[src/rtl/fp8_mac_pkg.sv]
// Shared types for the FP8 dot-product sequencer: operand width, FSM states, FIFO entry.
// Pure declarations; no logic, latency or flow control of its own.
package fp8_mac_pkg;

  localparam int FP8_W = 8;

  typedef enum logic [2:0] {
    S_CLEAR = 3'd0,
    S_IDLE  = 3'd1,
    S_ISSUE = 3'd2,
    S_WAIT  = 3'd3,
    S_FLUSH = 3'd4,
    S_OUT   = 3'd5
  } seq_state_t;

  typedef struct packed {
    logic             last;
    logic [FP8_W-1:0] a;
    logic [FP8_W-1:0] b;
  } fifo_entry_t;

endpackage

[src/rtl/fp8_pair_fifo.sv]
// Synchronous operand-pair FIFO with show-ahead head; a write is visible on rd_data the next cycle.
// Writes while full and reads while empty are dropped; simultaneous push and pop both take effect.
module fp8_pair_fifo
  import fp8_mac_pkg::*;
#(
  parameter int DEPTH = 4
) (
  input  logic        clk,
  input  logic        rst,
  input  logic        wr_en,
  input  fifo_entry_t wr_data,
  input  logic        rd_en,
  output fifo_entry_t rd_data,
  output logic        full,
  output logic        empty
);

  localparam int AW = $clog2(DEPTH);

  fifo_entry_t    mem [DEPTH];
  logic [AW:0]    wr_ptr;
  logic [AW:0]    rd_ptr;
  logic           do_wr;
  logic           do_rd;

  assign do_wr = wr_en && !full;
  assign do_rd = rd_en && !empty;

  always_ff @(posedge clk) begin
    if (rst) begin
      wr_ptr <= '0;
      rd_ptr <= '0;
    end else begin
      if (do_wr) wr_ptr <= wr_ptr + {{AW{1'b0}}, 1'b1};
      if (do_rd) rd_ptr <= rd_ptr + {{AW{1'b0}}, 1'b1};
    end
  end

  always_ff @(posedge clk) begin
    if (do_wr) mem[wr_ptr[AW-1:0]] <= wr_data;
  end

  // Extra pointer MSB distinguishes full from empty when the indices match.
  assign empty   = (wr_ptr == rd_ptr);
  assign full    = (wr_ptr[AW] != rd_ptr[AW]) && (wr_ptr[AW-1:0] == rd_ptr[AW-1:0]);
  assign rd_data = mem[rd_ptr[AW-1:0]];

endmodule

[src/rtl/fp8_dot_sequencer.sv]
// Feeds FP8 operand pairs to the MAC PE one at a time and returns the accumulated result per vector.
// mac_start two cycles after a push into an idle empty FIFO; input stalls only when full; result held until out_ready.
module fp8_dot_sequencer
  import fp8_mac_pkg::*;
#(
  parameter int DEPTH   = 4,
  parameter int CNT_W   = 8,
  parameter int TIMEOUT = 32
) (
  input  logic             clk,
  input  logic             rst,
  input  logic             in_valid,
  output logic             in_ready,
  input  logic [FP8_W-1:0] in_a,
  input  logic [FP8_W-1:0] in_b,
  input  logic             in_last,
  output logic             mac_start,
  output logic [FP8_W-1:0] mac_a,
  output logic [FP8_W-1:0] mac_b,
  input  logic             mac_done,
  input  logic [FP8_W-1:0] mac_acc,
  output logic             mac_clr,
  output logic             out_valid,
  input  logic             out_ready,
  output logic [FP8_W-1:0] out_data,
  output logic [CNT_W-1:0] out_count,
  output logic             out_err
);

  localparam int TW = $clog2(TIMEOUT + 1);

  seq_state_t  state;
  seq_state_t  state_nxt;
  fifo_entry_t push_entry;
  fifo_entry_t head;
  logic        full;
  logic        empty;
  logic        push;
  logic        pop;
  logic        load_op;
  logic        last_q;
  logic [TW-1:0] tcnt;
  logic        timeout_hit;

  assign in_ready    = !full && !rst;
  assign push        = in_valid && in_ready;
  assign push_entry  = '{last: in_last, a: in_a, b: in_b};
  assign timeout_hit = (tcnt == TW'(TIMEOUT - 1));

  fp8_pair_fifo #(
    .DEPTH (DEPTH)
  ) u_fifo (
    .clk     (clk),
    .rst     (rst),
    .wr_en   (push),
    .wr_data (push_entry),
    .rd_en   (pop),
    .rd_data (head),
    .full    (full),
    .empty   (empty)
  );

  always_ff @(posedge clk) begin
    if (rst) state <= S_CLEAR;
    else     state <= state_nxt;
  end

  always_comb begin
    state_nxt = state;
    pop       = 1'b0;
    load_op   = 1'b0;
    case (state)
      S_CLEAR: state_nxt = S_IDLE;
      S_IDLE: begin
        if (!empty) begin
          state_nxt = S_ISSUE;
          load_op   = 1'b1;
        end
      end
      S_ISSUE: begin
        pop       = 1'b1;
        state_nxt = S_WAIT;
      end
      S_WAIT: begin
        // A done coinciding with the timeout counts as a normal completion.
        if (mac_done) begin
          if (last_q) begin
            state_nxt = S_OUT;
          end else if (!empty) begin
            state_nxt = S_ISSUE;
            load_op   = 1'b1;
          end else begin
            state_nxt = S_IDLE;
          end
        end else if (timeout_hit) begin
          state_nxt = last_q ? S_OUT : S_FLUSH;
        end
      end
      S_FLUSH: begin
        if (!empty) begin
          pop = 1'b1;
          if (head.last) state_nxt = S_OUT;
        end
      end
      S_OUT: begin
        if (out_ready) state_nxt = S_CLEAR;
      end
      default: state_nxt = S_CLEAR;
    endcase
  end

  // Operands are captured on entry to ISSUE so they are already valid alongside mac_start.
  always_ff @(posedge clk) begin
    if (rst) begin
      mac_start <= 1'b0;
      mac_clr   <= 1'b1;
      out_valid <= 1'b0;
      mac_a     <= '0;
      mac_b     <= '0;
      last_q    <= 1'b0;
      tcnt      <= '0;
      out_data  <= '0;
      out_count <= '0;
      out_err   <= 1'b0;
    end else begin
      mac_start <= (state_nxt == S_ISSUE);
      mac_clr   <= (state_nxt == S_CLEAR);
      out_valid <= (state_nxt == S_OUT);
      if (load_op) begin
        mac_a  <= head.a;
        mac_b  <= head.b;
        last_q <= head.last;
      end
      if (state == S_ISSUE)     tcnt <= '0;
      else if (state == S_WAIT) tcnt <= tcnt + TW'(1);
      if (state == S_CLEAR) begin
        out_data  <= '0;
        out_count <= '0;
        out_err   <= 1'b0;
      end else if (state == S_WAIT) begin
        if (mac_done) begin
          out_data <= mac_acc;
          if (out_count != '1) out_count <= out_count + CNT_W'(1);
        end else if (timeout_hit) begin
          out_err <= 1'b1;
        end
      end
    end
  end

endmodule

[config.mk]
export PLATFORM = sky130hd
export DESIGN_NAME = fp8_dot_sequencer
export DESIGN_NICKNAME = d
export VERILOG_FILES = /design/src/rtl/fp8_mac_pkg.sv /design/src/rtl/fp8_pair_fifo.sv /design/src/rtl/fp8_dot_sequencer.sv
export SDC_FILE = /design/constraint.sdc
export NUM_CORES = 1
export LEC_CHECK = 0
export ABC_AREA = 1
export CORE_MARGIN = 4
export CORE_UTILIZATION = 30
export DETAILED_ROUTE_END_ITERATION = 8
export PLACE_DENSITY = 0.6
export SETUP_SLACK_MARGIN = 0.5
export SYNTH_ARGS = -nofsm -noshare
export SYNTH_HDL_FRONTEND = slang
export SYNTH_SLANG_ARGS = --single-unit
[constraint.sdc]
create_clock -name clk -period 4.7 [get_ports clk]
set_clock_uncertainty 0.15 [all_clocks]
set_input_delay 0.705 -clock clk [delete_from_list [all_inputs] [get_ports clk]]
set_output_delay 0.705 -clock clk [all_outputs]
set_load 0.005 [all_outputs]
==> results.json, run 1 <==
{
  "die_y_um": 136,
  "netlist_instances": 470,
  "synth-seq-cells": 122,
  "avgSynthCellArea_um2": 10.4,
  "initial_core_util_pct": 30.7,
  "hold_viol_final": 0,
  "dpl.hpwl_mm": 7.16,
  "grt_max_degree": 36,
  "vias_per_cell": 4.51,
  "ys_types": 36,
  "globalRoute.totalOverflow": 0,
  "grt.total_usage_pct": 12.4,
  "io_pins": 67,
  "crit_type": "input port to output pin",
  "cts_resized": 0,
  "synth_area_leaders": "edfxtp_1 42%, dfxtp_1 22%, nor2_1 6.4%",
  "clockPowerShare_pct": 50.4,
  "critPathMaxFanout": 7,
  "routabilityCongestion": 0.826,
  "worstPathCellList": "clkdlybuf4s50_1 -> inv_1 -> nand2_1 -> inv_1 -> clkdlybuf4s50_1",
  "htreeDepth": 4,
  "design.core.area_mm2": 0.0159,
  "cp_slowest_stage_delay_ns": 0.54,
  "p_int_uw": 2130,
  "crit_required_ns": 3.85,
  "grt_pass1_vias": 3580,
  "die_x_um": 136,
  "powerDensity_mw_per_mm2": 424,
  "tightest_slew_ns": 1.08,
  "use_met3_pct": 3.90,
  "worst_slack_ns": 1.80,
  "whs_ns": 0.317,
  "root_buffer": "clkbuf_16",
  "antenna_found_initial": 0,
  "area_growth_syn_to_layout_pct": 30.9,
  "first_pass_iters": 4,
  "cts.reportedPaths.clkPinSlew_ns": 0.05,
  "fmax_ghz": 0.345,
  "first_iter_violations": 173,
  "synth_area_leader_cell": "edfxtp_1",
  "dieArea_mm2": 0.0184,
  "slew_headroom_pct": 27.9,
  "netSwitchingFraction_pct": 21.6,
  "start_kind": "input port",
  "wl_per_cell_um": 14.1,
  "antenna_cells": 0,
  "reg2reg_to": "mac_clr$_SDFF_PP1_",
  "cap_viol_max_count": 0,
  "numCtsBuffers": 17,
  "ir_drop_mv": 0.258,
  "busiest_layer": "met2",
  "arrival_ns": 2.04,
  "rows": 46,
  "most-common-layout-cells": "83 x nor2_1, 68 x edfxtp_1, 66 x clkdlybuf4s50_1, 61 x nand2_1, 54 x dfxtp_1",
  "hp-class": "register to register",
  "post-route-min-period_ns": 2.90,
  "crit_buf_inv": 4,
  "power_switching_uw": 587,
  "port_buffers": 66,
  "cts_tree": "done",
  "routed_wl_mm": 10.9,
  "p_leak_uw": 0.00229,
  "hold_path_depth": 2,
  "final_area_mm2": 0.00641,
  "synthesis.area_mm2": 0.00490,
  "crit_family": "buffers and inverters",
  "met1_usage_pct": 15.3,
  "drc_errors": 0,
  "tns_ns": 0,
  "cts.sinks": 122,
  "final_common_cell": "nor2_1",
  "rr_worst_depth": 6,
  "crit_path_end_kind": "output pin",
  "power.total_uw": 2720,
  "pre_cts_ws_ns": 1.81,
  "grtUsageMet2_pct": 20.5,
  "fillers": 1536,
  "antenna_left": 0,
  "ctsHoldBuffers": 0,
  "post-route-period-util_pct": 61.6,
  "nets": 583,
  "yosysSeqAreaShare_pct": 63.8,
  "drive_gt1_share_pct": 9.48,
  "hold_end": "out_data[1]$_SDFFE_PP0P_",
  "min_from": "out_data[1]$_SDFFE_PP0P_",
  "grt_pass1_wl_mm": 17.9,
  "clock_latency_ns": 0.41,
  "clockBufferDepth": 2,
  "slowest_stage": "clkdlybuf4s50_1",
  "synth_top_area_share_pct": 41.7,
  "vias": 3498,
  "p_comb_share_pct": 6.3,
  "rrSetupSlack_ns": 2.69,
  "drv_slew": 0,
  "status": "completed",
  "syn_nets": 507,
  "grt_setup_unrepaired": "no",
  "post_cts_buffers": 0,
  "dpl_cell_area_mm2": 0.00579,
  "setup-violations-final": 0,
  "seq_power_share_pct": 43.3,
  "ys_warn_count": 0
}
sequential cells by signal (all words and copies together) (netlist names), 3 cells and up, named ones only:
name           cells
mac_a              8
mac_b              8
out_count          8
out_data           8
state              3
tcnt               6
u_fifo.mem        68
u_fifo.rd_ptr      3
u_fifo.wr_ptr      3
cell usage after synthesis (all sizes together):
| master | instances |
|---|---|
| or2 | 3 |
| nor3b | 1 |
| a21oi | 24 |
| inv | 36 |
| buf | 9 |
| o22ai | 16 |
| xor2 | 4 |
| dfxtp | 54 |
| o21ai | 49 |
| o21bai | 1 |
| edfxtp | 68 |
| nor2 | 88 |
| nand4 | 3 |
| clkbuf | 6 |
| nor3 | 6 |
| nand3b | 1 |
| a31oi | 1 |
| nand2 | 64 |
| ha | 7 |
| nand3 | 12 |
| xnor2 | 1 |
| mux2i | 16 |
cells by family after synthesis:
| logic type | after synthesis | share of synthesized area [%] |
|---|---|---|
| compound gates | 91 | 9.94 |
| fa+ha+maj | 7 | 1.79 |
| mux | 16 | 3.27 |
| flops | 122 | 63.8 |
| xor+xnor | 5 | 0.894 |
| simple gates | 178 | 15.8 |
| buf+inv | 51 | 4.57 |
power groups by stage:
stage | combinational, uW | clock (uW) | sequential (uW)
finish | 171 | 1370 | 1180
global route | 193 | 1450 | 1180
CTS | 175 | 1390 | 1180
detailed placement | 173 | 0 | 1200
floorplan | 88.8 | 0 | 1200
global placement | 171 | 0 | 1200
area by class of cell:
type / instances / area, um2 / share of cell area (%)
sequential: 122 / 3120 / 48.7
multi-input combinational: 297 / 1550 / 24.2
timing repair buffer: 72 / 706 / 11.0
clock buffer: 19 / 433 / 6.75
tap: 216 / 270 / 4.22
clock inverter: 13 / 190 / 2.97
inverter: 36 / 138 / 2.15
stage by stage:
stage	util, %	cells
global route	40.2	775
detailed placement	36.3	743
CTS	40.2	775
global placement	36.3	743
finish	40.2	775
floorplan	-	470
worst min-delay path: stages, from the launching register on:
cell and delay [ns]:
dfxtp_1 0.31, nand2_1 0.06, a21oi_1 0.05
worst max path at each step:
stage | end | slack, ns | from | cells after the start
3_5_place_dp | in_ready | 1.81 | rst | 5
5_1_grt | in_ready | 1.73 | rst | 5
3_3_place_gp | in_ready | 1.85 | rst | 5
6_report | in_ready | 1.80 | rst | 5
2_1_floorplan | u_fifo.mem[0][0]$_DFFE_PP_ | 2.32 | rst | 3
4_1_cts | in_ready | 1.80 | rst | 5
layer usage:
| metal | share of wire [%] | vias to the layer above |
|---|---|---|
| li1 | - | 1759 |
| met1 | 44 | 1641 |
| met2 | 49 | 91 |
| met3 | 6.3 | 7 |
| met4 | 0.62 | 0 |
| met5 | 0 | - |
Note: power is estimated with default switching activity, not from simulation.
==> inputs of run 2 (changes only) <==
Clock period 4.7 ns to 2.7 ns, I/O delays scaled along.
==> run 2 against run 1 <==
Combinational power up 80%; first-iteration DRC count increased by 8.7%; wire length fell by 1.4%; global-route usage shrank 0.34 points; largest cell class unchanged.
==> results.json, run 2 (same netlist as run 1, synthesis figures left out) <==
{
  "first_iter_violations": 188,
  "grt.total_usage_pct": 12.0,
  "hp-class": "register to register",
  "die_y_um": 136,
  "rr_worst_depth": 7,
  "rows": 46,
  "initial_core_util_pct": 30.7,
  "vias_per_cell": 4.56,
  "crit_buf_inv": 3,
  "post-route-period-util_pct": 76.9,
  "ir_drop_mv": 0.430,
  "start_kind": "register",
  "design.core.area_mm2": 0.0159,
  "cap_viol_max_count": 0,
  "worstPathCellList": "inv_2 -> nand2_1 -> nand2_2 -> nand4_1 -> nand2_1 -> inv_1 -> dlygate4sd2_1",
  "reg2reg_to": "u_fifo.mem[2][15]$_DFFE_PP_",
  "cts.sinks": 122,
  "vias": 3560,
  "setup-violations-final": 0,
  "fmax_ghz": 0.481,
  "antenna_left": 0,
  "crit_required_ns": 2.14,
  "die_x_um": 136,
  "antenna_found_initial": 0,
  "port_buffers": 66,
  "critPathMaxFanout": 5,
  "globalRoute.totalOverflow": 0,
  "post-place-cells": 747,
  "grt_pass1_wl_mm": 17.4,
  "cts_tree": "done",
  "arrival_ns": 1.52,
  "root_buffer": "clkbuf_16",
  "status": "completed",
  "numCtsBuffers": 17,
  "min_from": "out_data[1]$_SDFFE_PP0P_",
  "rrSetupSlack_ns": 0.75,
  "most-common-layout-cells": "83 x nor2_1, 68 x edfxtp_1, 65 x clkdlybuf4s50_1, 59 x nand2_1, 51 x dfxtp_1",
  "post-route-min-period_ns": 2.08,
  "htreeDepth": 4,
  "dpl.hpwl_mm": 7.28,
  "slew_headroom_pct": 70.1,
  "clockBufferDepth": 2,
  "area_growth_syn_to_layout_pct": 31.2,
  "crit_path_end_kind": "output pin",
  "fin_cells": 781,
  "dieArea_mm2": 0.0184,
  "r2r-start": "u_fifo.rd_ptr[1]$_SDFFE_PP0P_",
  "hold_path_depth": 2,
  "tightest_slew_ns": 0.449,
  "tns_ns": 0,
  "grt_pass1_vias": 3560,
  "drc_errors": 0,
  "hold_viol_final": 0,
  "hold_end": "out_data[1]$_SDFFE_PP0P_",
  "crit_family": "buffers and inverters",
  "drive_gt1_share_pct": 11.7,
  "antenna_cells": 0,
  "slowest_stage": "dfxtp_4",
  "cts.reportedPaths.clkPinSlew_ns": 0.05,
  "largest_reg_flops": 68,
  "powerDensity_mw_per_mm2": 707,
  "cp_slowest_stage_delay_ns": 0.36,
  "p_leak_uw": 0.00232,
  "grt_setup_unrepaired": "no",
  "wl_per_cell_um": 13.8,
  "crit_top_cell": "nand2_1",
  "final_common_cell": "nor2_1",
  "drv_slew": 0,
  "clock_latency_ns": 0.40,
  "io_pins": 67,
  "routabilityCongestion": 0.735,
  "first_pass_iters": 5,
  "routed_wl_mm": 10.8,
  "nets": 589,
  "grt_max_degree": 35,
  "crit_type": "register to output pin"
}
==> run 2: per-stage QoR <==
stage	util, %	instance area, um2	power [uW]	setup WS (ns)	hold WS [ns]
after floorplan	-	4900	2240	0.505	0.298
after global placement	36.5	5820	2390	0.569	0.301
after detailed placement	36.5	5820	2390	0.512	0.315
after CTS	40.2	6400	4580	0.548	0.323
after global routing	40.3	6420	4720	0.497	0.342
final	40.3	6420	4540	0.623	0.320
==> run 2: worst register-to-register path, delay by kind of cell (launching register included) <==
family | cells | cell delay (ns)
buf+inv | 2 | 0.36
simple gates | 5 | 0.77
flops | 1 | 0.36
==> run 2: per-layer routing <==
| metal | track usage [%] | up-vias | part of all wire (%) |
|---|---|---|---|
| li1 | - | 1772 | - |
| met1 | 15.3 | 1664 | 44 |
| met2 | 19.2 | 117 | 47 |
| met3 | 4.35 | 7 | 8.6 |
| met4 | 3.58 | 0 | 0.54 |
| met5 | 0 | - | 0 |
==> run 2: worst max-delay path by stage <==
stage                                       start                         end  cells after the start
floorplan           u_fifo.wr_ptr[0]$_SDFFE_PP0P_  u_fifo.mem[0][0]$_DFFE_PP_                      6
global placement                              rst  u_fifo.mem[1][4]$_DFFE_PP_                      5
detailed placement                       mac_done       mac_b[5]$_SDFFE_PP0P_                      9
CTS                 u_fifo.rd_ptr[0]$_SDFFE_PP0P_                    in_ready                      7
global route        u_fifo.wr_ptr[0]$_SDFFE_PP0P_                    in_ready                      7
finish              u_fifo.wr_ptr[0]$_SDFFE_PP0P_                    in_ready                      7
==> run 2: final cells by class <==
type / count / area (um2)
Tap cell: 216 / 270
Inverter: 36 / 140
Sequential cell: 122 / 3130
Fill cell: 1527 / 9520
Clock buffer: 19 / 433
Multi-Input combinational cell: 297 / 1560
Clock inverter: 13 / 144
Timing Repair Buffer: 78 / 749
==> run 2: power breakdown <==
group          total (uW)  leakage (uW)  switching, uW  internal, uW
clock network        2180      0.000283            819          1360
logic                 307      0.000979            164           143
registers            2050       0.00106           31.5          2020
total                4540       0.00232           1010          3530
==> run 2: what timing repair did <==
action                     4_1_cts  5_1_grt
pin swaps                        1        4
resized for setup                7        4
setup endpoints to repair        1        1
hold buffers                     0        0
setup buffers                    0        2
==> inputs of run 3 (changes only) <==
Clock period 2.7 ns to 2 ns, I/O delays scaled along.
==> run 3 against run 2 <==
First-iteration DRC count grew 26%; setup slack lost 0.42 ns; clock power grew 43%; sequential share of layout area shrank 6.5 points; wire length grew 17%; final cell count grew 5.9%; total power grew 43%; sequential cell count is the same; critical path depth is the same; worst hold slack gained 0.0024 ns; via count grew 8.8%; die area is the same.
==> results.json, run 3 (same netlist as run 1, synthesis figures left out) <==
{
  "grt_pass1_wl_mm": 18.7,
  "cap_viol_max_count": 0,
  "globalRoute.totalOverflow": 0,
  "rrSetupSlack_ns": 0.20,
  "grt.total_usage_pct": 13.1,
  "p_leak_uw": 0.00291,
  "post-route-period-util_pct": 90.1,
  "die_x_um": 136,
  "cts.sinks": 122,
  "cts.reportedPaths.clkPinSlew_ns": 0.06,
  "port_buffers": 66,
  "powerDensity_mw_per_mm2": 867,
  "drc_errors": 0,
  "die_y_um": 136,
  "largest_reg_flops": 68,
  "use_met3_pct": 4.20,
  "htreeDepth": 4,
  "nets": 635,
  "slew_headroom_pct": 76.6,
  "met1_usage_pct": 15.1,
  "vias": 3875,
  "whs_ns": 0.323,
  "vias_per_cell": 4.69,
  "wl_per_cell_um": 15.2,
  "dpl_cell_area_mm2": 0.00595,
  "final_common_cell": "edfxtp_1",
  "tns_ns": 0,
  "grt_pass1_vias": 3842,
  "antenna_left": 0,
  "drive_gt1_share_pct": 34.4,
  "most-common-layout-cells": "68 x edfxtp_1, 57 x nor2_1, 43 x nand2_1, 35 x dfxtp_1, 33 x buf_4",
  "crit_path_end_kind": "output pin",
  "arrival_ns": 1.35,
  "routabilityCongestion": 0.803,
  "critPathMaxFanout": 4,
  "root_buffer": "clkbuf_16",
  "first_iter_violations": 237,
  "first_pass_iters": 5,
  "rows": 46,
  "grtUsageMet2_pct": 22.6,
  "design.core.area_mm2": 0.0159,
  "fin_util_pct": 47.0,
  "ctsHoldBuffers": 0,
  "hold_viol_final": 0,
  "hp-class": "input port to register",
  "io_pins": 67,
  "fillers": 1408,
  "routed_wl_mm": 12.6,
  "crit_required_ns": 1.55,
  "worst_slack_ns": 0.199,
  "cts_tree": "done",
  "clock_latency_ns": 0.42,
  "antenna_cells": 0,
  "antenna_found_initial": 0,
  "setup-violations-final": 0,
  "dieArea_mm2": 0.0184,
  "status": "completed",
  "fmax_ghz": 0.555,
  "clockBufferDepth": 2,
  "post-route-min-period_ns": 1.80,
  "crit_type": "register to output pin",
  "dpl.hpwl_mm": 7.23,
  "numCtsBuffers": 17,
  "busiest_layer": "met2",
  "area_growth_syn_to_layout_pct": 52.9,
  "tightest_slew_ns": 0.351,
  "grt_max_degree": 25,
  "pre_cts_ws_ns": 0.0562,
  "final_area_mm2": 0.00749,
  "grt_setup_unrepaired": "yes",
  "initial_core_util_pct": 30.7,
  "drv_slew": 0,
  "start_kind": "register",
  "ir_drop_mv": 0.843
}
## run 3: what timing repair did
| item | in CTS | in global routing |
|---|---|---|
| resized for setup | 121 | 108 |
| setup endpoints to repair | 130 | 122 |
| pin swaps | 22 | 43 |
| buffers inserted | 22 | 17 |
| gates cloned | 2 | 3 |
## run 3: where the power goes
part | switching, uW | total, uW | internal, uW
sequential | 45.9 | 2770 | 2720
combinational | 327 | 619 | 292
clock | 1090 | 3110 | 2010
total | 1470 | 6490 | 5020
## run 3: critical path, cell delays in order (launching register included)
cell     delay [ns]
dfxtp_4        0.36
inv_4          0.06
nand2_2        0.05
nand2_2        0.06
nand4_1        0.17
nand2_1        0.10
inv_1          0.03
buf_2          0.11
## run 3: through the flow
step	total power, uW	instances
6_report	6490	827
5_1_grt	6740	827
4_1_cts	6410	807
3_5_place_dp	3250	751
3_3_place_gp	3250	751
2_1_floorplan	3030	470
## run 3: area by class of cell
class                      instances  area [um2]  share of cell area (%)
sequential                       122        3170                    42.3
multi-input combinational        297        2000                    26.7
timing repair buffer             122        1250                    16.7
clock buffer                      23         499                    6.67
tap                              216         270                    3.61
inverter                          36         171                    2.29
clock inverter                     9         110                    1.47
timing repair inverter             2        22.5                   0.301
## run 3: metal layers
metal	vias up	wire [um]
met3	23	630
met4	0	238
met1	1861	5220
li1	1881	-
met2	110	6460
met5	-	0
## run 3: path summary, 6_finish.rpt
check,startpoint,endpoint,cells after the start
setup reg to reg,u_fifo.rd_ptr[0]$_SDFFE_PP0P_,u_fifo.mem[3][10]$_DFFE_PP_,9
hold reg to reg,out_data[4]$_SDFFE_PP0P_,out_data[4]$_SDFFE_PP0P_,2
setup / recovery,u_fifo.wr_ptr[1]$_SDFFE_PP0P_,in_ready,7
hold / removal,mac_acc[1],out_data[1]$_SDFFE_PP0P_,3
==> RTL change (flow settings as in run 3) <==
`DEPTH` is set to 4 in 2 places; all go to 8.
--- a/src/rtl/fp8_pair_fifo.sv
+++ b/src/rtl/fp8_pair_fifo.sv
@@ -4,5 +4,5 @@
   import fp8_mac_pkg::*;
 #(
-  parameter int DEPTH = 4
+  parameter int DEPTH = 8
 ) (
   input  logic        clk,
--- a/src/rtl/fp8_dot_sequencer.sv
+++ b/src/rtl/fp8_dot_sequencer.sv
@@ -4,5 +4,5 @@
   import fp8_mac_pkg::*;
 #(
-  parameter int DEPTH   = 4,
+  parameter int DEPTH   = 8,
   parameter int CNT_W   = 8,
   parameter int TIMEOUT = 32
Behaviour: not the same (a bounded check fails within 10 cycles, from zero or initial values and one cycle with rst high).
==> RTL change against run 3 <==
Sequential cell count up 71. Via count up 55%. First-iteration DRC count up 96%. Routed wire length up 74%. Count of clock-buffer cells in the layout down 5. Synthesized area up 63%. Total power up 40%. Cell area up 53%. Highest routed layer unchanged. Setup slack worse by 0.092 ns.
==> RTL change: results (changes against run 3) <==
Clk slew on worst S/H paths: 0.08 ns (was 0.06 ns)
Post-synthesis adder-cell area fraction: 0.00628 (was 0.0179)
Total GRT Usage: 0.136 (was 0.131)
Global-route wire length before repair: 30,800 um (was 18,700 um)
Syn_nets: 767 (was 507)
Leakage power: 4.12 nW (was 2.91 nW)
Met1 GRT Util: 0.188 (was 0.151)
Switching share of power: 0.268 (was 0.226)
Min Hold Slack: 0.269 ns (was 0.323 ns)
Compound-Gate Fraction of Synth Area: 0.131 (was 0.0994)
Post-synth EDFFs: 136 (was 68)
Vias in the first global route: 5,726 (was 3,842)
Vias per inst: 4.84 (was 4.69)
Global routing usage on met3: 0.0321 (was 0.0420)
Worst R2R Path Depth: 11 (was 9)
Dpl cell area: 9470 um^2 (was 5950 um^2)
Number of flip-flops under the largest register name: 136 (was 68)
Synth top area cells: edfxtp_1 (51%), dfxtp_1 (14%), nor2_1 (5.4%), o21ai_0 (4.5%), nand2_1 (4.0%) (was edfxtp_1 (42%), dfxtp_1 (22%), nor2_1 (6.4%), nand2_1 (4.7%), o21ai_0 (4.4%))
Largest net degree at the start of global routing: 47 (was 25)
Layout cells sized above 1: 0.375 (was 0.344)
Clk_lat worst skew: 0.45 ns (was 0.42 ns)
Htree depth: 4 (unchanged)
Met2 wire length: 10,400 um (was 6460 um)
CTS root buffer: clkbuf_16 (unchanged)
Detailed-route wire length: 21,800 um (was 12,600 um)
Post-synthesis xor/xnor area fraction: 0.00659 (was 0.00894)
Setup ws final: 0.107 ns (was 0.199 ns)
Commonest cells in the netlist: edfxtp_1 (136), nor2_1 (115), nand2_1 (86) (was nor2_1 (83), edfxtp_1 (68), nand2_1 (61))
Mux cell area share after synthesis: 0 (was 0.0327)
HP Start: mac_acc[5] (was mac_acc[1])
DR iter-0 viols: 464 (was 237)
Dpl cells: 1,136 (was 751)
Peak supply drop: 0.607 mV (was 0.843 mV)
Final GP Congestion: 0.772 (was 0.803)
Worst Hold Class: in -> reg (unchanged)
DR WL/cell: 17.6 um (was 15.2 um)
Crit path launch: u_fifo.rd_ptr[1]$_SDFFE_PP0P_ (was u_fifo.wr_ptr[1]$_SDFFE_PP0P_)
Routed wl met3: 1130 um (was 630 um)
Place WS: -0.110 ns (was 0.0562 ns)
Critical path peak fanout: 3 (was 4)
Reg-to-reg critical path startpoint: u_fifo.rd_ptr[0]$_SDFFE_PP0P_ (unchanged)
Register area share after synthesis: 0.655 (was 0.638)
Reg-to-Reg End: u_fifo.mem[6][2]$_DFFE_PP_ (was u_fifo.mem[3][10]$_DFFE_PP_)
DP HPWL: 12,200 um (was 7230 um)
Outcome: complete, no violations (unchanged)
Met2 global-route usage: 0.214 (was 0.226)
Worst Path Arrival: 1.44 ns (was 1.35 ns)
M1 WL: 10,100 um (was 5220 um)
Unique masters post-synth: 33 (was 36)
Nets@finish: 924 (was 635)
Worst Tran Pin Value: 0.429 ns (was 0.351 ns)
Synth Instances: 733 (was 470)
==> RTL change: timing repair <==
action | CTS | global route
cloned | 3 | 5
gates resized for setup | 139 | 152
pin swaps | 21 | 32
setup endpoints to repair | 222 | 217
hold endpoints to repair | 0 | 0
buffers inserted | 41 | 21
==> RTL change: layout make-up <==
class / count / area [um^2]
Fill cell: 2355 / 14700
Sequential cell: 193 / 5320
Multi-Input combinational cell: 457 / 2930
Timing Repair Buffer: 175 / 1950
Clock buffer: 18 / 450
Tap cell: 335 / 419
Inverter: 46 / 203
Clock inverter: 14 / 174
==> RTL change: cells by family after synthesis <==
group / after synthesis
and+or+nand+nor: 273
buffers and inverters: 83
DFF: 193
AOI/OAI and AO/OA: 174
xor gates and xnor gates: 6
adders and majority gates: 4
==> RTL change: worst min-delay path by stage <==
stage | to | cells past startpoint
4_1_cts | out_data[5]$_SDFFE_PP0P_ | 3
6_report | out_data[5]$_SDFFE_PP0P_ | 3
5_1_grt | out_data[4]$_SDFFE_PP0P_ | 3
3_5_place_dp | out_data[1]$_SDFFE_PP0P_ | 2
3_3_place_gp | out_data[1]$_SDFFE_PP0P_ | 2
2_1_floorplan | mac_b[7]$_SDFFE_PP0P_ | 1
==> RTL change: critical path, stage by stage (launching register included) <==
cell	delay, ns
dfxtp_2	0.36
inv_2	0.06
nand2_2	0.05
nand2_2	0.05
nor2_4	0.12
nand3_2	0.09
nand2_2	0.10
inv_4	0.05
buf_6	0.11
==> RTL change: power by group through the flow <==
stage / clock [W] / combinational (W) / sequential [W]
final: 0.00352 / 0.00114 / 0.00443
after global placement: 0 / 0.000821 / 0.00452
after CTS: 0.00358 / 0.000943 / 0.00442
after floorplan: 0 / 0.000478 / 0.00451
after global routing: 0.00374 / 0.00122 / 0.00443
after detailed placement: 0 / 0.000832 / 0.00452
